--- config.mk ---
export PLATFORM = sky130hd
export DESIGN_NAME = raizing_gfx_arbiter_flat
export DESIGN_NICKNAME = d
export VERILOG_FILES = /design/src/rtl/raizing_gfx_pkg.sv /design/src/rtl/raizing_gfx_arbiter_if.sv /design/src/rtl/raizing_rr_pick.sv /design/src/rtl/raizing_gfx_arbiter.sv /design/src/flat_wrapper.sv
export SDC_FILE = /design/constraint.sdc
export NUM_CORES = 1
export LEC_CHECK = 0
export ABC_AREA = 1
export BUFFER_PORTS_ARGS = -buffer_cell sky130_fd_sc_hd__buf_2
export CORE_MARGIN = 5
export CORE_UTILIZATION = 50
export DETAILED_ROUTE_END_ITERATION = 10
export PLACE_DENSITY_LB_ADDON = 0.08
export SYNTH_ARGS = -nofsm -noshare
export SYNTH_HDL_FRONTEND = slang
export SYNTH_SLANG_ARGS = --single-unit
export TNS_END_PERCENT = 30
--- constraint.sdc ---
create_clock -name CLK -period 9.2 [get_ports CLK]
set_input_delay 0 -clock CLK [delete_from_list [all_inputs] [get_ports CLK]]
set_output_delay 0 -clock CLK [all_outputs]
set_load 0.05 [all_outputs]
--- src/rtl/raizing_gfx_pkg.sv ---
// raizing_gfx_pkg: shared channel ids, FSM encoding and default widths for the GFX ROM arbiter
package raizing_gfx_pkg;
  localparam int GFX_AW = 22;
  localparam int GFX_DW = 32;
  localparam logic [1:0] CH_OBJ  = 2'd0;
  localparam logic [1:0] CH_SCR0 = 2'd1;
  localparam logic [1:0] CH_SCR1 = 2'd2;
  localparam logic [1:0] CH_SCR2 = 2'd3;
  typedef enum logic [1:0] {ST_IDLE, ST_ISSUE, ST_WAIT, ST_GAP} state_e;
  function automatic logic [7:0] sat_inc8(input logic [7:0] v);
    return (v == 8'hFF) ? v : v + 8'd1;
  endfunction
endpackage

--- src/rtl/raizing_gfx_arbiter_if.sv ---
// raizing_gfx_arbiter_if: four fetcher handshakes plus the shared ROM port and debug status
interface raizing_gfx_arbiter_if import raizing_gfx_pkg::*; #(
  parameter int AW = GFX_AW,
  parameter int DW = GFX_DW
);
  logic [3:0]         cs;
  logic [3:0][AW-1:0] addr;
  logic [3:0][DW-1:0] dout;
  logic [3:0]         ok;
  logic               gfx_cs;
  logic [AW-1:0]      gfx_addr;
  logic [DW-1:0]      gfx_dout;
  logic               gfx_ok;
  logic [1:0]         grant;
  logic               busy;
  logic [7:0]         tmo_cnt;
  modport slave (input cs, addr, gfx_dout, gfx_ok, output dout, ok, gfx_cs, gfx_addr, grant, busy, tmo_cnt);
  modport master (output cs, addr, gfx_dout, gfx_ok, input dout, ok, gfx_cs, gfx_addr, grant, busy, tmo_cnt);
endinterface

--- src/rtl/raizing_rr_pick.sv ---
// raizing_rr_pick: combinational 4-way round-robin picker with optional channel-0 override
module raizing_rr_pick import raizing_gfx_pkg::*; (
  input  logic [3:0] pend,
  input  logic [1:0] ptr,
  input  logic       prio0,
  output logic       any,
  output logic [1:0] sel
);
  always_comb begin
    any = |pend;
    sel = ptr;
    // scan from farthest to nearest so the first pending after ptr wins
    for (int i = 4; i >= 1; i--) sel = pend[2'(ptr + 2'(i))] ? 2'(ptr + 2'(i)) : sel;
    sel = (prio0 && pend[CH_OBJ]) ? CH_OBJ : sel;
  end
endmodule

--- src/rtl/raizing_gfx_arbiter.sv ---
// raizing_gfx_arbiter: shares one GFX ROM port between OBJ/SCR0/SCR1/SCR2 with per-channel result caches
module raizing_gfx_arbiter import raizing_gfx_pkg::*; #(
  parameter int AW       = GFX_AW,
  parameter int DW       = GFX_DW,
  parameter bit OBJ_PRIO = 1'b0,
  parameter int OK_BLANK = 1,
  parameter int TIMEOUT  = 255
) (
  input logic CLK,
  input logic RESET,
  raizing_gfx_arbiter_if.slave bus
);
  state_e             state_q, state_d;
  logic               gfx_cs_q, gfx_cs_d;
  logic [AW-1:0]      gfx_addr_q, gfx_addr_d;
  logic [1:0]         grant_q, grant_d, rr_q, rr_d;
  logic [7:0]         cnt_q, cnt_d, tmo_q, tmo_d;
  logic [3:0][AW-1:0] tag_addr_q, tag_addr_d;
  logic [3:0]         tag_valid_q, tag_valid_d;
  logic [3:0][DW-1:0] dout_q, dout_d;
  logic [3:0]         hit, pend;
  logic               any;
  logic [1:0]         sel;
  for (genvar n = 0; n < 4; n++) begin : g_hit
    assign hit[n] = bus.cs[n] & tag_valid_q[n] & (bus.addr[n] == tag_addr_q[n]);
  end
  assign pend = bus.cs & ~hit;
  raizing_rr_pick u_pick (.pend(pend), .ptr(rr_q), .prio0(OBJ_PRIO), .any(any), .sel(sel));
  always_comb begin
    state_d     = state_q;
    gfx_cs_d    = gfx_cs_q;
    gfx_addr_d  = gfx_addr_q;
    grant_d     = grant_q;
    rr_d        = rr_q;
    cnt_d       = cnt_q;
    tmo_d       = tmo_q;
    tag_addr_d  = tag_addr_q;
    tag_valid_d = tag_valid_q;
    dout_d      = dout_q;
    case (state_q)
      // the gap cycle already holds GFX_CS low, so it arbitrates like IDLE
      ST_IDLE, ST_GAP: begin
        state_d = ST_IDLE;
        if (any) begin
          grant_d    = sel;
          gfx_addr_d = bus.addr[sel];
          gfx_cs_d   = 1'b1;
          cnt_d      = (OK_BLANK == 0) ? 8'd1 : 8'd0;
          state_d    = (OK_BLANK == 0) ? ST_WAIT : ST_ISSUE;
        end
      end
      ST_ISSUE: begin
        cnt_d   = (cnt_q == 8'(OK_BLANK - 1)) ? 8'd1 : cnt_q + 8'd1;
        state_d = (cnt_q == 8'(OK_BLANK - 1)) ? ST_WAIT : ST_ISSUE;
      end
      default: begin
        if (bus.gfx_ok) begin
          tag_addr_d[grant_q]  = gfx_addr_q;
          tag_valid_d[grant_q] = 1'b1;
          dout_d[grant_q]      = bus.gfx_dout;
          gfx_cs_d             = 1'b0;
          rr_d                 = grant_q;
          state_d              = ST_GAP;
        end else if (TIMEOUT != 0 && cnt_q == 8'(TIMEOUT)) begin
          gfx_cs_d = 1'b0;
          tmo_d    = sat_inc8(tmo_q);
          state_d  = ST_GAP;
        end else begin
          cnt_d = cnt_q + 8'd1;
        end
      end
    endcase
  end
  always_ff @(posedge CLK or posedge RESET) begin
    if (RESET) begin
      state_q     <= ST_IDLE;
      gfx_cs_q    <= 1'b0;
      gfx_addr_q  <= '0;
      grant_q     <= CH_OBJ;
      rr_q        <= CH_SCR2;
      cnt_q       <= '0;
      tmo_q       <= '0;
      tag_addr_q  <= '0;
      tag_valid_q <= '0;
      dout_q      <= '0;
    end else begin
      state_q     <= state_d;
      gfx_cs_q    <= gfx_cs_d;
      gfx_addr_q  <= gfx_addr_d;
      grant_q     <= grant_d;
      rr_q        <= rr_d;
      cnt_q       <= cnt_d;
      tmo_q       <= tmo_d;
      tag_addr_q  <= tag_addr_d;
      tag_valid_q <= tag_valid_d;
      dout_q      <= dout_d;
    end
  end
  assign bus.ok       = hit;
  assign bus.dout     = dout_q;
  assign bus.gfx_cs   = gfx_cs_q;
  assign bus.gfx_addr = gfx_addr_q;
  assign bus.grant    = grant_q;
  assign bus.busy     = state_q != ST_IDLE;
  assign bus.tmo_cnt  = tmo_q;
endmodule
--- src/flat_wrapper.sv ---
// flat-port wrapper written by rule: the top's interface ports become plain ports
module raizing_gfx_arbiter_flat import raizing_gfx_pkg::*;
#(
  parameter int AW       = GFX_AW,
  parameter int DW       = GFX_DW,
  parameter bit OBJ_PRIO = 1'b0,
  parameter int OK_BLANK = 1,
  parameter int TIMEOUT  = 255
)
  (CLK, RESET, bus_cs, bus_addr, bus_gfx_dout, bus_gfx_ok, bus_dout, bus_ok, bus_gfx_cs, bus_gfx_addr, bus_grant, bus_busy, bus_tmo_cnt);
  raizing_gfx_arbiter_if #(.AW(AW), .DW(DW)) bus_i ();
  input logic CLK;
  input logic RESET;
  input wire logic [$bits(bus_i.cs)-1:0] bus_cs;
  input wire logic [$bits(bus_i.addr)-1:0] bus_addr;
  input wire logic [$bits(bus_i.gfx_dout)-1:0] bus_gfx_dout;
  input wire logic [$bits(bus_i.gfx_ok)-1:0] bus_gfx_ok;
  output wire logic [$bits(bus_i.dout)-1:0] bus_dout;
  output wire logic [$bits(bus_i.ok)-1:0] bus_ok;
  output wire logic [$bits(bus_i.gfx_cs)-1:0] bus_gfx_cs;
  output wire logic [$bits(bus_i.gfx_addr)-1:0] bus_gfx_addr;
  output wire logic [$bits(bus_i.grant)-1:0] bus_grant;
  output wire logic [$bits(bus_i.busy)-1:0] bus_busy;
  output wire logic [$bits(bus_i.tmo_cnt)-1:0] bus_tmo_cnt;
  assign bus_i.cs = bus_cs;
  assign bus_i.addr = bus_addr;
  assign bus_i.gfx_dout = bus_gfx_dout;
  assign bus_i.gfx_ok = bus_gfx_ok;
  assign bus_dout = bus_i.dout;
  assign bus_ok = bus_i.ok;
  assign bus_gfx_cs = bus_i.gfx_cs;
  assign bus_gfx_addr = bus_i.gfx_addr;
  assign bus_grant = bus_i.grant;
  assign bus_busy = bus_i.busy;
  assign bus_tmo_cnt = bus_i.tmo_cnt;
  raizing_gfx_arbiter #(.AW(AW), .DW(DW), .OBJ_PRIO(OBJ_PRIO), .OK_BLANK(OK_BLANK), .TIMEOUT(TIMEOUT)) u_core (.CLK(CLK), .RESET(RESET), .bus(bus_i));
endmodule
==> flow_summary.toml <==
[status]
status = "finished clean"

[power]
leakage_uw = 0.00901
power.share.sequential_pct = 29.4
internal_power_uw = 3460
power.ir.vdd_worst_v = 0.000350
power_switching_share_pct = 48.9
p_per_area_nw_per_um2 = 408
power.share.clock_pct = 18.8
combinationalPowerShare_pct = 51.8
switching_power_uw = 3310

[yosys]
synthSimpleGateAreaFrac_pct = 27.8
synth_largest_type_area_fraction_pct = 51.0
synth_sequential_area_ratio_pct = 51.4
synth_area_per_cell_sq_um = 7.64
mappedNetlistNets = 1822
post-synth-top-count-cell = "sky130_fd_sc_hd__nand2_1"
post_synth_main_area_contributors = "sky130_fd_sc_hd__dfrtp_1, sky130_fd_sc_hd__nand2_1, sky130_fd_sc_hd__o21ai_0"
postSynthCellCount = 1689
synth_ff_type = "sky130_fd_sc_hd__dfrtp_1"
post_synth_instance_area_sq_um = 12900
synth_top_family_by_area = "simple AND/OR/NAND/NOR gates"
yosys_warnings = 0
post_synthesis_cell_type_with_the_largest_combined_area = "sky130_fd_sc_hd__dfrtp_1"
ys_seq_elements = 265
synthAdderAreaFrac_pct = 0.582
synth_edf_count = 0
post_synth_num_cell_types = 38
synth_compound_area_share_pct = 10.1
synth-xor-area-share_pct = 1.15
postSynth.asyncResetShare_pct = 100
synth_mux_area_share_pct = 0.0873
synth_top_cells_by_count = "sky130_fd_sc_hd__nand2_1, sky130_fd_sc_hd__dfrtp_1, sky130_fd_sc_hd__o21ai_0"

[routing]
drtPass1Iterations = 8
detailroute.via_count = 12500
detail_route.drc_violations = 0
post_drt_wl_per_cell_um = 17.7
drt_iter0_markers = 1010
drt_wl_total_mm = 42.6
vias_per_cell = 5.19
antenna_violating_nets_left = 0

[worst_setup_path]
critPathLaunchType = "register"
timing.critical_path.required_ns = 9.70
cp_max_fo = 45
endpoint_kind = "register"
cp-startpoint = "u_core.tag_addr_q[37]"
reg2reg_launch_point = "u_core.tag_addr_q[37]"
worst-setup-path-type = "reg2reg"
crit_arrival_ns = 4.75
timing.reg2reg.setup_slack_ns = 4.94
crit-reg2reg-capture = "u_core.bus.gfx_addr[16]"
worst_setup_path_endpoint = "u_core.bus.gfx_addr[16]"
timing.reg2reg.worst_path_depth = 20

[sta]
timing.final.crit_period_ns = 4.26
layout_worst_path_cycle_share_pct = 46.3
timing_max_transition_violations_final = 0
timing.max_slew.rel_slack_pct = 16.9
hold_viol_final = 0
final_critical_path_setup_slack_ns = 4.94
max_clock_skew_ns = 0.0123
setup_tns_ns = 0
unrepaired_setup_endpoints_after_global_routing = "no"
worst_tran_pin_value_ns = 1.25
fmax_ghz = 0.235
final-setup-viol-count = 0

[clocking]
worst_skew_pair.late_latency_ns = 0.56
tritoncts_clock_tree = "yes"
post_cts.repair.setup_buffers = 0
cts_root_cell = "sky130_fd_sc_hd__clkbuf_16"
cts_num_sinks = 265
h_tree_depth = 1
numCtsBuffers = 28
clkTransAtPathRegs_ns = 0.07
clock_tree.buffer_depth = 3

[floorplan]
coreArea_sq_um = 25300
die_area_sq_um = 29100
num_io_pins = 293
row_count = 58
initial_core_util_pct = 50.9
die_height_um = 171
die_w_um = 171

[min_path]
hold_path_class = "in2reg"

[placement]
gp_congestion = 0.925
io_buffer_count = 292
pre_cts_ws_ns = 5.75
dp.final_hpwl_mm = 30.0

[global_route]
grtUsageTotal_pct = 28.9
grt-ovfl-total = 0
maximum_number_of_pins_on_one_net_before_global_route_repair = 133
grt_first_pass_wirelength_mm = 66.6
antenna_found_initial = 2
first_global_vias = 12200

[finish]
fraction_of_layout_instances_using_a_drive_strength_above_1_pct = 18.5
regArea_sq_um = 6630
area_growth_syn_to_layout_pct = 28.8
nets = 2183
multi_input_comb_area_sq_um = 5150
layout.filler_cells = 2213

[flow_run]
drv_cap = 0
## power groups by stage
stage | logic (uW) | registers [uW] | clock network [uW]
2_1_floorplan | 1370 | 2930 | 0
3_3_place_gp | 3110 | 1980 | 0
3_5_place_dp | 3170 | 1980 | 0
4_1_cts | 3490 | 1980 | 1290
5_1_grt | 3820 | 2040 | 1340
6_report | 3510 | 1990 | 1270
## per-stage QoR
step	std cells	power [uW]	hold WS [ns]	instance area [sq um]	utilization [%]
2_1_floorplan	1689	4300	0.153	12900	-
3_3_place_gp	2250	5090	0.274	14600	57.5
3_5_place_dp	2250	5150	0.279	14600	57.5
4_1_cts	2402	6750	0.0886	16600	65.6
5_1_grt	2404	7200	0.199	16600	65.6
6_report	2404	6770	0.0966	16600	65.6
## worst max-delay path, stage by stage, from the launching register on
cell                            delay, ns
sky130_fd_sc_hd__dfrtp_1             0.37
sky130_fd_sc_hd__inv_1               0.05
sky130_fd_sc_hd__nand2_1             0.09
sky130_fd_sc_hd__o21ai_0             0.10
sky130_fd_sc_hd__nor2_1              0.25
sky130_fd_sc_hd__nand2_1             0.09
sky130_fd_sc_hd__nor2_1              0.20
sky130_fd_sc_hd__nand3_2             0.15
sky130_fd_sc_hd__nand3_2             0.10
sky130_fd_sc_hd__nand2_2             0.06
sky130_fd_sc_hd__nand2_2             0.07
sky130_fd_sc_hd__nand2_1             0.06
sky130_fd_sc_hd__inv_2               0.09
sky130_fd_sc_hd__nand3_4             0.45
sky130_fd_sc_hd__nand2_8             0.50
sky130_fd_sc_hd__nand2_1             0.09
sky130_fd_sc_hd__nand3_1             0.11
sky130_fd_sc_hd__dlygate4sd3_1       0.59
sky130_fd_sc_hd__nand3_1             0.06
sky130_fd_sc_hd__dlygate4sd3_1       0.57
sky130_fd_sc_hd__nand2_1             0.06
## registers in the layout (all words and copies together), names as in the netlist
register	flops
u_core.bus.dout	128
u_core.bus.gfx_addr	22
u_core.bus.gfx_cs	1
u_core.bus.grant	2
u_core.bus.tmo_cnt	8
u_core.cnt_q	8
u_core.rr_q	2
u_core.state_q	2
u_core.tag_addr_q	88
u_core.tag_valid_q	4
## cell usage in the layout (no fill, tap or decap), types with 7 or more instances in the layout
cell,count
sky130_fd_sc_hd__nand2_2,7
sky130_fd_sc_hd__o21ai_0,238
sky130_fd_sc_hd__nand2_1,564
sky130_fd_sc_hd__inv_1,221
sky130_fd_sc_hd__dfrtp_1,263
sky130_fd_sc_hd__nand3_1,138
sky130_fd_sc_hd__dlygate4sd3_1,100
sky130_fd_sc_hd__nor2_1,92
sky130_fd_sc_hd__xor2_1,7
sky130_fd_sc_hd__nand4_1,11
sky130_fd_sc_hd__nor3_1,8
sky130_fd_sc_hd__a21oi_1,8
sky130_fd_sc_hd__buf_2,292
sky130_fd_sc_hd__clkinv_2,7
sky130_fd_sc_hd__clkbuf_16,28
sky130_fd_sc_hd__xnor2_1,10
## layer usage
layer,vias to the layer above,track usage [%],routed length (um)
li1,6022,-,-
met4,0,13.4,2280
met2,552,45.8,19200
met5,-,0,0
met3,107,6.33,3870
met1,5798,38.1,17200
## worst min path at each step
stage / to / slack [ns] / cells after the start / from
2_1_floorplan: u_core.rr_q[0] / 0.15 / 2 / bus_gfx_ok
3_3_place_gp: u_core.bus.dout[11] / 0.27 / 2 / RESET
3_5_place_dp: u_core.bus.dout[11] / 0.28 / 2 / RESET
4_1_cts: u_core.bus.gfx_cs / 0.09 / 7 / bus_cs[2]
5_1_grt: u_core.bus.gfx_cs / 0.20 / 7 / bus_cs[2]
6_report: u_core.bus.gfx_cs / 0.1 / 7 / bus_cs[1]
## kinds of logic (layout without fill, tap and decap cells)
| logic type | Yosys count | after routing |
|---|---|---|
| xor+xnor | 17 | 17 |
| buf+inv | 294 | 677 |
| other cells | 0 | 2 |
| fa+ha+maj | 6 | 6 |
| simple gates | 851 | 851 |
| mux | 1 | 1 |
| flops | 265 | 265 |
| compound gates | 255 | 255 |
## cell type report
cell class                 instances  area share (%)
inverter                         229            5.22
clock inverter                    15            1.52
tap                              330            2.49
timing repair buffer             396            15.0
antenna                            2          0.0301
clock buffer                      37            4.78
multi-input combinational       1130            31.0
sequential                       265            39.9
## repair_timing
action / CTS / global route
endpoints found under the hold margin: 289 / 0
gates resized for setup: 0 / 0
hold buffers: 100 / 0
Power figures use the tool's default switching activity.
